[config.mk]
export PLATFORM = sky130hd
export DESIGN_NAME = uart_tx_buffer
export DESIGN_NICKNAME = d
export VERILOG_FILES = /design/src/rtl/uart_tx_buffer.sv
export SDC_FILE = /design/constraint.sdc
export NUM_CORES = 1
export LEC_CHECK = 0
export BUFFER_PORTS_ARGS = -buffer_cell sky130_fd_sc_hd__buf_2
export CAP_MARGIN = 40
export CORE_MARGIN = 2
export CORE_UTILIZATION = 40
export DETAILED_ROUTE_END_ITERATION = 10
export PLACE_DENSITY = 0.62
export REMOVE_ABC_BUFFERS = 1
export SETUP_SLACK_MARGIN = 0.02
export SLEW_MARGIN = 20
export SYNTH_ARGS = -nofsm -noshare
export SYNTH_HDL_FRONTEND = slang
export SYNTH_SLANG_ARGS = --single-unit
[constraint.sdc]
create_clock -name CLK -period 3.25 [get_ports CLK]
set_input_delay 0.1625 -clock CLK [delete_from_list [all_inputs] [get_ports CLK]]
set_output_delay 0.1625 -clock CLK [all_outputs]
set_load 0.01 [all_outputs]
[src/rtl/uart_tx_buffer.sv]
// Purpose: byte FIFO feeding an 8N1 UART serializer on the MEM-stage store path.
// Latency: a write into an empty, idle buffer puts the start bit on uart_tx two edges later.
// Backpressure: none; a write while full is dropped and latches the sticky overflow flag.
//
// Ports:
//   CLK, RST          rising-edge clock, synchronous active-high reset
//   wr_en, wr_data    byte write strobe and data from the store path
//   full, empty       FIFO holds DEPTH / zero entries
//   count             FIFO occupancy (DEPTH_LOG2+1 bits)
//   overflow          sticky dropped-write flag, cleared only by RST
//   busy              serializer is mid-frame
//   uart_tx           registered serial line, idle high
module uart_tx_buffer #(
  parameter int BAUD_DIV   = 868,
  parameter int DEPTH_LOG2 = 4
) (
  input  logic                  CLK,
  input  logic                  RST,
  input  logic                  wr_en,
  input  logic [7:0]            wr_data,
  output logic                  full,
  output logic                  empty,
  output logic [DEPTH_LOG2:0]   count,
  output logic                  overflow,
  output logic                  busy,
  output logic                  uart_tx
);

  localparam int                  DEPTH    = 1 << DEPTH_LOG2;
  localparam logic [15:0]         BAUD_MAX = 16'(BAUD_DIV - 1);
  localparam logic [DEPTH_LOG2:0] CNT_FULL = (DEPTH_LOG2 + 1)'(DEPTH);

  typedef enum logic [1:0] {IDLE, START, DATA, STOP} state_t;

  state_t                  state_q, state_d;
  logic [DEPTH_LOG2-1:0]   wr_ptr_q, wr_ptr_d;
  logic [DEPTH_LOG2-1:0]   rd_ptr_q, rd_ptr_d;
  logic [DEPTH_LOG2:0]     count_q, count_d;
  logic                    overflow_q, overflow_d;
  logic [15:0]             baud_q, baud_d;
  logic [2:0]              bit_q, bit_d;
  logic [7:0]              sh_q, sh_d;
  logic                    tx_q, tx_d;
  logic [7:0]              mem_q [DEPTH];

  logic                    wr_acc;
  logic                    pop;
  logic                    baud_end;

  assign full     = (count_q == CNT_FULL);
  assign empty    = (count_q == '0);
  assign count    = count_q;
  assign overflow = overflow_q;
  assign busy     = (state_q != IDLE);
  assign uart_tx  = tx_q;

  // Both decisions use pre-edge occupancy: a byte written into an empty
  // FIFO is not popped until the following cycle, and a write while full
  // is dropped even if the serializer pops in the same cycle.
  assign wr_acc   = wr_en && !full;
  assign pop      = (state_q == IDLE) && !empty;
  assign baud_end = (baud_q == BAUD_MAX);

  // FIFO bookkeeping
  always_comb begin
    wr_ptr_d   = wr_ptr_q;
    rd_ptr_d   = rd_ptr_q;
    count_d    = count_q;
    overflow_d = overflow_q;
    if (wr_acc) begin
      wr_ptr_d = wr_ptr_q + 1'b1;
    end
    if (wr_en && full) begin
      overflow_d = 1'b1;
    end
    if (pop) begin
      rd_ptr_d = rd_ptr_q + 1'b1;
    end
    case ({wr_acc, pop})
      2'b10:   count_d = count_q + 1'b1;
      2'b01:   count_d = count_q - 1'b1;
      default: count_d = count_q;
    endcase
  end

  // Serializer next state
  always_comb begin
    state_d = state_q;
    baud_d  = baud_q;
    bit_d   = bit_q;
    sh_d    = sh_q;
    case (state_q)
      IDLE: begin
        baud_d = '0;
        bit_d  = '0;
        if (pop) begin
          sh_d    = mem_q[rd_ptr_q];
          state_d = START;
        end
      end
      START: begin
        if (baud_end) begin
          baud_d  = '0;
          bit_d   = '0;
          state_d = DATA;
        end else begin
          baud_d = baud_q + 16'd1;
        end
      end
      DATA: begin
        if (baud_end) begin
          baud_d = '0;
          if (bit_q == 3'd7) begin
            state_d = STOP;
          end else begin
            bit_d = bit_q + 3'd1;
          end
        end else begin
          baud_d = baud_q + 16'd1;
        end
      end
      STOP: begin
        if (baud_end) begin
          baud_d  = '0;
          state_d = IDLE;
        end else begin
          baud_d = baud_q + 16'd1;
        end
      end
      default: begin
        state_d = IDLE;
        baud_d  = '0;
        bit_d   = '0;
      end
    endcase
  end

  // Line level follows the registered state, so the pin lags the state by
  // one cycle but never glitches; every bit still lasts BAUD_DIV cycles.
  always_comb begin
    tx_d = 1'b1;
    case (state_q)
      START:   tx_d = 1'b0;
      DATA:    tx_d = sh_q[bit_q];
      default: tx_d = 1'b1;
    endcase
  end

  always_ff @(posedge CLK) begin
    if (RST) begin
      state_q    <= IDLE;
      wr_ptr_q   <= '0;
      rd_ptr_q   <= '0;
      count_q    <= '0;
      overflow_q <= 1'b0;
      baud_q     <= '0;
      bit_q      <= '0;
      sh_q       <= '0;
      tx_q       <= 1'b1;
    end else begin
      state_q    <= state_d;
      wr_ptr_q   <= wr_ptr_d;
      rd_ptr_q   <= rd_ptr_d;
      count_q    <= count_d;
      overflow_q <= overflow_d;
      baud_q     <= baud_d;
      bit_q      <= bit_d;
      sh_q       <= sh_d;
      tx_q       <= tx_d;
    end
  end

  // Storage needs no reset: only entries between the pointers are ever read.
  always_ff @(posedge CLK) begin
    if (wr_acc && !RST) begin
      mem_q[wr_ptr_q] <= wr_data;
    end
  end

endmodule

==> results of run 1 <==
==> final cells by class <==
class | instances | area share, %
tap | 225 | 3.51
clock buffer | 19 | 5.40
multi-input combinational | 275 | 27.2
timing repair buffer | 30 | 2.37
clock inverter | 13 | 1.93
inverter | 13 | 0.609
sequential | 172 | 58.9
==> cell usage in the layout (no fill, tap or decap), types with 4 or more instances in the layout <==
| cell | synthesis | routed |
|---|---|---|
| edfxtp_1 | 128 | 128 |
| nor2_1 | 70 | 70 |
| dfxtp_1 | 44 | 43 |
| mux2i_1 | 37 | 37 |
| buf_2 | 6 | 20 |
| mux4_2 | 18 | 18 |
| clkbuf_16 | 0 | 17 |
| o22ai_1 | 16 | 16 |
| ha_1 | 16 | 16 |
| nand2_1 | 14 | 14 |
| inv_1 | 13 | 13 |
| a21oi_1 | 11 | 11 |
| xor2_1 | 11 | 11 |
| xnor2_1 | 9 | 9 |
| a22oi_1 | 8 | 8 |
| a311oi_1 | 8 | 8 |
| buf_4 | 0 | 8 |
| nand3_1 | 7 | 7 |
| or3_1 | 5 | 5 |
| nor2b_1 | 5 | 5 |
| and2_1 | 4 | 4 |
| o21ai_0 | 4 | 4 |
| nand4_1 | 4 | 4 |
| inv_6 | 0 | 4 |
==> worst max-delay path, stage by stage (launching register included) <==
cell,delay [ns]
dfxtp_1,0.34
inv_1,0.09
ha_1,0.21
inv_1,0.07
a21oi_1,0.19
ha_1,0.28
inv_1,0.11
fa_1,0.38
nor2b_1,0.17
o21ai_0,0.13
nand3_1,0.10
or3b_2,0.45
mux2_2,0.28
==> registers in the layout, indices dropped and copies added (netlist names) <==
signal,cells
wr_ptr_q,4
state_q,2
count,5
bit_q,3
rd_ptr_q,4
baud_q,16
overflow,1
mem_q,128
sh_q,8
uart_tx,1
==> cells by family after synthesis <==
| kind of cell | Yosys count | synth area share, % |
|---|---|---|
| fa+ha+maj | 17 | 3.13 |
| compound gates | 53 | 5.10 |
| flops | 172 | 67.1 |
| mux | 57 | 11.3 |
| simple gates | 128 | 8.88 |
| xor+xnor | 20 | 2.49 |
| buf+inv | 34 | 2.02 |
==> what timing repair did <==
item / 4_1_cts / 5_1_grt
resized for setup: 0 / 1
hold endpoints to repair: 1 / 0
hold buffers: 1 / 0
setup buffers: 0 / 0
setup endpoints to repair: 0 / 1
==> per-stage QoR <==
step / hold WS, ns / setup slack (ns) / total power, uW / area [um2]
floorplan: 0.235 / -0.250 / 3470 / 6950
global placement: 0.403 / 0.319 / 3780 / 7380
detailed placement: 0.426 / 0.163 / 3840 / 7380
CTS: 0.134 / 0.156 / 5860 / 7980
global route: 0.137 / 0.0614 / 6120 / 8020
finish: 0.146 / 0.332 / 5810 / 8020
==> where the power goes <==
| part | switching (uW) | internal [uW] | leakage, uW |
|---|---|---|---|
| Clock | 869 | 1150 | 0.000283 |
| Combinational | 717 | 511 | 0.000825 |
| Sequential | 85.0 | 2480 | 0.00151 |
| Total | 1670 | 4140 | 0.00262 |
==> layer usage <==
| metal | global-route usage (%) | wire length (um) | vias up |
|---|---|---|---|
| met5 | 0 | 0 | - |
| met4 | 4.57 | 150 | 0 |
| met3 | 3.56 | 648 | 12 |
| met2 | 25.3 | 6690 | 83 |
| met1 | 20.4 | 6010 | 1988 |
| li1 | - | - | 1865 |
==> worst paths after layout <==
kind / endpoint / slack [ns] / depth (start not counted)
setup / recovery: count[4] / 0.33 / 12
hold / removal: mem_q[13][7] / 0.15 / 1
setup reg to reg: count[4] / 0.33 / 12
hold reg to reg: baud_q[0] / 0.47 / 1
==> impl_metrics.toml, run 1 <==
[logic_synthesis]
synth_cell_types = 43
yosysWarnings = 0
syn_area_mm2 = 0.00705
syn_inst = 481
synth.avg_cell_area_um2 = 14.6
synth_seq_cells = 172
yosysTopAreaCellShare_pct = 54.6
yosysTopAreaCell = "edfxtp_1"
synth_common_cells = "edfxtp_1, nor2_1, dfxtp_1, mux2i_1, mux4_2"
ys_seq_area_share_pct = 67.1
synthArstFlopShare_pct = 0
netlist_top_cells_area = "edfxtp_1, dfxtp_1, mux4_2"
synth_flop_cell = "edfxtp_1"
yosysMostFrequentCell = "edfxtp_1"
synth_edf_count = 128

[sta]
finalCriticalPeriod_ns = 2.92
timing.fmax_ghz = 0.343
report.final.slew_viol_count = 0
rsz0062_at_grt = "false"
period_share_pct = 89.8
fin_worst_skew_ns = 0.00974
hold_viol_final = 0
setup_tns_ns = 0
worstMarginPinSlew_ns = 0.814
setup_violations = 0
relSlewSlack_pct = 45.5

[die]
rows = 48
start_util_pct = 40.9
ios = 21
die_y_um = 137
core-area_mm2 = 0.0172
die_w_um = 137
dieArea_mm2 = 0.0187

[cts]
cts_inserted_buffers = 17
clock_sink_count = 172
cts_tree = "built"
clkLatencyLatePin_ns = 0.42
htreeDepth = 4
clockBufferDepth = 2
cts_root_buf = "clkbuf_16"
clk_pin_slew_ns = 0.07

[flow_run]
cap_violations = 0

[setup_path]
critical_path_class = "register to register"
worstPathRequired_ns = 3.56
cp-end-kind = "register"
arrival_ns = 3.22
crit_path_start_kind = "register"
worstReg2RegStart = "state_q[0]"
cp_max_fo = 4
critPathLaunch = "state_q[0]"

[cells_and_area]
nets = 537
syn_to_final_growth_pct = 13.8
fillers = 1471
seqCellArea_mm2 = 0.00473
drive_above_1_share_pct = 17.0
multi_input_area_mm2 = 0.00218
layout.cells.non_filler = 747
finalCoreUtilization_pct = 46.5
antenna_cells = 0

[pwr]
p_per_area_mw_per_mm2 = 725
leakage_uw = 0.00262
ir_worst_vdd_mv = 0.485

[route]
totalWireLength_um = 13500
wire_per_inst_um = 18.1
drtIter0Drc = 299
via_count = 3948
drcViolationCount = 0
drt_pass1_iterations = 5
avgViaCountPerCell = 5.29
route.antenna.remaining_nets = 0

[min_path]
hold_path.class = "input pin to register"
min_from = "wr_data[7]"

[grt]
grtUsageTotal_pct = 15.4
grt_max_degree = 51
gr-total-overflow = 0
antenna_found_initial = 0
grt_first_pass_wirelength_um = 21100
grt_pass1_vias = 3840

[place]
port_buffers = 20
gp_congestion = 0.775
place_hpwl_um = 8620
dp.cells = 710

[status]
outcome = "completed"
No activity file was read; power rests on OpenSTA's default activity.
==> run 2: changes to the inputs <==
Settings changed: CORE_ASPECT_RATIO from default to 1.75.
==> impl_metrics.toml, run 2 (synthesis results as in run 1) <==
[grt]
grt_first_pass_wirelength_um = 22000
antenna_found_initial = 0
gr-total-overflow = 0
grt_max_degree = 43
grt_pass1_vias = 4047
grtUsageTotal_pct = 15.5

[pwr]
p_clk_share_pct = 32.4
ir_worst_vdd_mv = 0.384
p_comb_share_pct = 21.8
p_seq_share_pct = 45.7
p_int_uw = 3970
p_sw_share_pct = 29.3
p_per_area_mw_per_mm2 = 707
power.switching_uw = 1640
leakage_uw = 0.00256

[cts]
cts_inserted_buffers = 17
post-cts-setup-buffer-count = 0
clock_sink_count = 172
cts_tree = "built"
cts_root_buf = "clkbuf_16"
clkLatencyLatePin_ns = 0.43
clockBufferDepth = 2
clk_pin_slew_ns = 0.07
htreeDepth = 4

[sta]
timing.final.ws_setup_ns = 0.279
setup_tns_ns = 0
relSlewSlack_pct = 44.8
timing.fmax_ghz = 0.337
worstMarginPinSlew_ns = 0.825
rsz0062_at_grt = "false"
hold_viol_final = 0
report.final.slew_viol_count = 0
period_share_pct = 91.4
finalCriticalPeriod_ns = 2.97
setup_violations = 0
fin_worst_skew_ns = 0.00964

[place]
postPlaceCellArea_mm2 = 0.00738
pre_cts_ws_ns = 0.0789
port_buffers = 20
place_hpwl_um = 9530
gp_congestion = 0.844

[cells_and_area]
largest_register_ffs = 128
nets = 533
final_cell_area_mm2 = 0.00793
reg_top3 = "mem_q (128), baud_q (16), sh_q (8)"
antenna_cells = 0
drive_above_1_share_pct = 16.4
final_cell_mix = "edfxtp_1, nor2_1, dfxtp_1"
top_register = "mem_q"
final_common_cell = "edfxtp_1"
syn_to_final_growth_pct = 12.6

[setup_path]
cp_top_family = "simple AND/OR/NAND/NOR gates"
cp-end-kind = "register"
worstReg2RegStart = "count[2]"
ff2ff_path_depth = 11
cp_max_fo = 4
crit_path_cell_trace = "nor4_2, a21boi_2, inv_1, ha_1, inv_1, fa_1, nor2b_1, o21ai_0, nand3_1, or3b_2, mux2_2"
cpMaxStageDelayCell = "nor4_2"
slowest_delay_ns = 0.48
path_common_cell = "inv_1"
r2r-end = "count[4]"
critical_path_class = "register to register"
ff2ff_setup_slack_ns = 0.28
worstPathRequired_ns = 3.57
arrival_ns = 3.29
crit_path_start_kind = "register"
worstPathBufferInverterCount = 2

[die]
ios = 21
die_y_um = 180
die_w_um = 104
dieArea_mm2 = 0.0187
start_util_pct = 40.5
rows = 64
core-area_mm2 = 0.0174

[min_path]
hold_depth = 1
whs_endpoint = "mem_q[6][0]"
min_from = "wr_data[0]"
hold_path.class = "input pin to register"

[route]
route.antenna.remaining_nets = 0
avgViaCountPerCell = 5.17
via_count = 3875
drt_pass1_iterations = 4
drcViolationCount = 0
drtIter0Drc = 195
wire_per_inst_um = 18.4
totalWireLength_um = 13800

[flow_run]
cap_violations = 0

[status]
outcome = "completed"
## run 2: changes by cell type in the layout (fill, tap and decap cells not counted), sizes merged
cell,change
buf,-4
bufinv,-2
clkinvlp,+4
inv,-2
## run 2: power by group through the flow
stage | Combinational, uW | Sequential, uW | Clock, uW
3_5_place_dp | 1230 | 2610 | 0
3_3_place_gp | 1180 | 2600 | 0
2_1_floorplan | 820 | 2650 | 0
4_1_cts | 1240 | 2560 | 1850
5_1_grt | 1360 | 2580 | 1930
6_report | 1220 | 2570 | 1820
## run 2: repair_timing
| action | in CTS | in global routing |
|---|---|---|
| endpoints found under the hold margin | 1 | 0 |
| gates resized for setup | 0 | 1 |
| hold buffers | 1 | 0 |
| endpoints found under the setup margin | 0 | 1 |
## run 2: layer usage
layer,share of wire (%),GRT usage (%),up-vias
li1,-,-,1857
met1,38,16.3,1909
met2,55,28.7,80
met3,3.0,3.52,29
met4,3.1,7.62,0
met5,0,0,-
## run 2: worst max-delay path by stage
stage	startpoint	endpoint	slack [ns]	depth (start not counted)
2_1_floorplan	state_q[0]	count[4]	-0.25	12
3_3_place_gp	count[2]	count[4]	0.24	11
3_5_place_dp	count[3]	count[4]	0.08	11
4_1_cts	count[2]	count[4]	0.06	11
5_1_grt	count[2]	count[4]	0.08	11
6_report	count[2]	count[4]	0.28	11
## run 2: through the flow
step                util (%)  hold slack [ns]  power [uW]  instances
finish                  45.7            0.146        5610        749
global route            45.7            0.145        5880        749
CTS                     45.6            0.137        5660        748
detailed placement      42.5            0.428        3850        715
global placement        42.5            0.409        3780        715
floorplan                  -            0.235        3470        460
## run 2: cell type report
cell class	instances	area, um2
Clock buffer	19	433
Clock inverter	13	92.6
Fill cell	1547	9440
Inverter	13	48.8
Multi-Input combinational cell	275	2180
Sequential cell	172	4730
Tap cell	231	289
Timing Repair Buffer	26	160
==> run 3: changes to the inputs <==
Settings changed: CORE_ASPECT_RATIO 1.75 to 1.2.
==> impl_metrics.toml, run 3 (synthesis results as in run 1) <==
[cts]
clockBufferDepth = 2
clk_pin_slew_ns = 0.07
clock_sink_count = 172
cts_tree = "built"
htreeDepth = 4
cts_root_buf = "clkbuf_16"
clkLatencyLatePin_ns = 0.42
cts_inserted_buffers = 17

[pwr]
p_seq_share_pct = 45.4
p_comb_share_pct = 21.2
power.switching_uw = 1660
p_int_uw = 4000
p_clk_share_pct = 33.4
ir_worst_vdd_mv = 0.374
power_uw = 5660
p_sw_share_pct = 29.4
p_per_area_mw_per_mm2 = 709
leakage_uw = 0.00262

[setup_path]
cpMaxStageDelayCell = "or3b_2"
worstReg2RegStart = "count[2]"
cp-end-kind = "register"
ff2ff_setup_slack_ns = 0.37
crit_path_start_kind = "register"
path_common_cell = "inv_1"
worstPathRequired_ns = 3.55
arrival_ns = 3.19
crit_path_cell_trace = "nor4_2, a21boi_2, inv_1, ha_1, inv_1, fa_1, nor2b_1, o21ai_0, nand3_1, or3b_2, mux2_2"
r2r-end = "count[4]"
slowest_delay_ns = 0.45
ff2ff_path_depth = 11
cp_max_fo = 4
critical_path_class = "register to register"

[sta]
setup_violations = 0
relSlewSlack_pct = 44.3
period_share_pct = 88.7
finalCriticalPeriod_ns = 2.88
rsz0062_at_grt = "false"
hold_viol_final = 0
report.final.slew_viol_count = 0
timing.fmax_ghz = 0.347
worstMarginPinSlew_ns = 0.833
fin_worst_skew_ns = 0.0106
setup_tns_ns = 0

[min_path]
min_from = "wr_data[6]"
hold_depth = 1
whs_endpoint = "mem_q[5][6]"
hold_path.class = "input pin to register"

[place]
place_hpwl_um = 8830
dp.cells = 705
gp_congestion = 0.802
port_buffers = 20
postPlaceCellArea_mm2 = 0.00737

[grt]
grt_first_pass_wirelength_um = 21300
gr-total-overflow = 0
grt_pass1_vias = 3961
grtUsageTotal_pct = 15.0
antenna_found_initial = 0
grt_max_degree = 34

[route]
wire_per_inst_um = 17.9
m1WireLength_um = 5900
avgViaCountPerCell = 5.16
drcViolationCount = 0
wl_met3_um = 312
drtIter0Drc = 236
route.antenna.remaining_nets = 0
totalWireLength_um = 13300
drt_pass1_iterations = 4
highest_layer = "met4"
via_count = 3841
wl_met2_um = 6930

[die]
die_w_um = 125
die_y_um = 149
rows = 53
start_util_pct = 40.6
core-area_mm2 = 0.0174
dieArea_mm2 = 0.0187
ios = 21

[status]
outcome = "completed"

[cells_and_area]
final_cell_area_mm2 = 0.00799
largest_register_ffs = 128
syn_to_final_growth_pct = 13.3
reg_top3 = "mem_q (128), baud_q (16), sh_q (8)"
drive_above_1_share_pct = 17.5
top_register = "mem_q"
layout.cells.non_filler = 745
antenna_cells = 0
final_cell_mix = "edfxtp_1, nor2_1, dfxtp_1"
nets = 540
final_common_cell = "edfxtp_1"

[flow_run]
cap_violations = 0
[run 3: cell types whose count changed in the layout (fill, tap and decap cells not counted)]
cell / delta
inv_6: +1
clkinvlp_2: -2
clkinv_2: -1
buf_12: -1
buf_4: +8
clkinvlp_4: -3
clkinv_4: +1
inv_8: +4
[run 3: final cells by class]
cell class | instances | area [um2]
Clock inverter | 13 | 118
Multi-Input combinational cell | 275 | 2180
Fill cell | 1545 | 9390
Timing Repair Buffer | 33 | 200
Clock buffer | 19 | 433
Sequential cell | 172 | 4730
Tap cell | 220 | 275
Inverter | 13 | 48.8
[run 3: how the worst max path moves through the flow]
stage / cells past startpoint / endpoint / from / slack (ns)
finish: 11 / count[4] / count[2] / 0.37
CTS: 11 / count[4] / count[2] / 0.20
global placement: 11 / count[4] / count[2] / 0.30
detailed placement: 11 / count[4] / count[2] / 0.22
global route: 12 / count[4] / state_q[1] / 0.15
floorplan: 12 / count[4] / state_q[0] / -0.25
[run 3: per-layer routing]
layer | up-vias | track usage [%]
met5 | - | 0
met4 | 0 | 5.11
met3 | 10 | 3.44
met2 | 60 | 26.5
met1 | 1899 | 18.3
li1 | 1872 | -
[run 3: power by group through the flow]
stage / Sequential, uW / Combinational (uW) / Clock [uW]
after floorplan: 2650 / 820 / 0
after global placement: 2600 / 1170 / 0
after detailed placement: 2620 / 1210 / 0
after CTS: 2570 / 1220 / 1930
after global routing: 2590 / 1360 / 2030
final: 2570 / 1200 / 1890
[run 3: timing repair]
action	4_1_cts	5_1_grt
resized for setup	0	1
setup buffers	0	0
endpoints found under the hold margin	1	0
endpoints found under the setup margin	0	1
hold buffers	1	0
[run 3: metrics by stage]
stage	utilization, %	hold slack (ns)	setup WS, ns
finish	46.0	0.142	0.366
CTS	45.6	0.131	0.195
floorplan	-	0.235	-0.250
detailed placement	42.4	0.436	0.219
global placement	42.4	0.407	0.300
global route	46.0	0.139	0.145
[run 3: critical path: cells and delay by family, from the launching register on]
| kind | cells | cell delay, ns |
|---|---|---|
| multiplexers | 1 | 0.28 |
| AO/OA/AOI/OAI | 2 | 0.24 |
| AND/OR/NAND/NOR | 4 | 1.13 |
| adder cells (fa/ha/maj) | 2 | 0.62 |
| buffers and inverters | 2 | 0.18 |
| flip-flops | 1 | 0.35 |
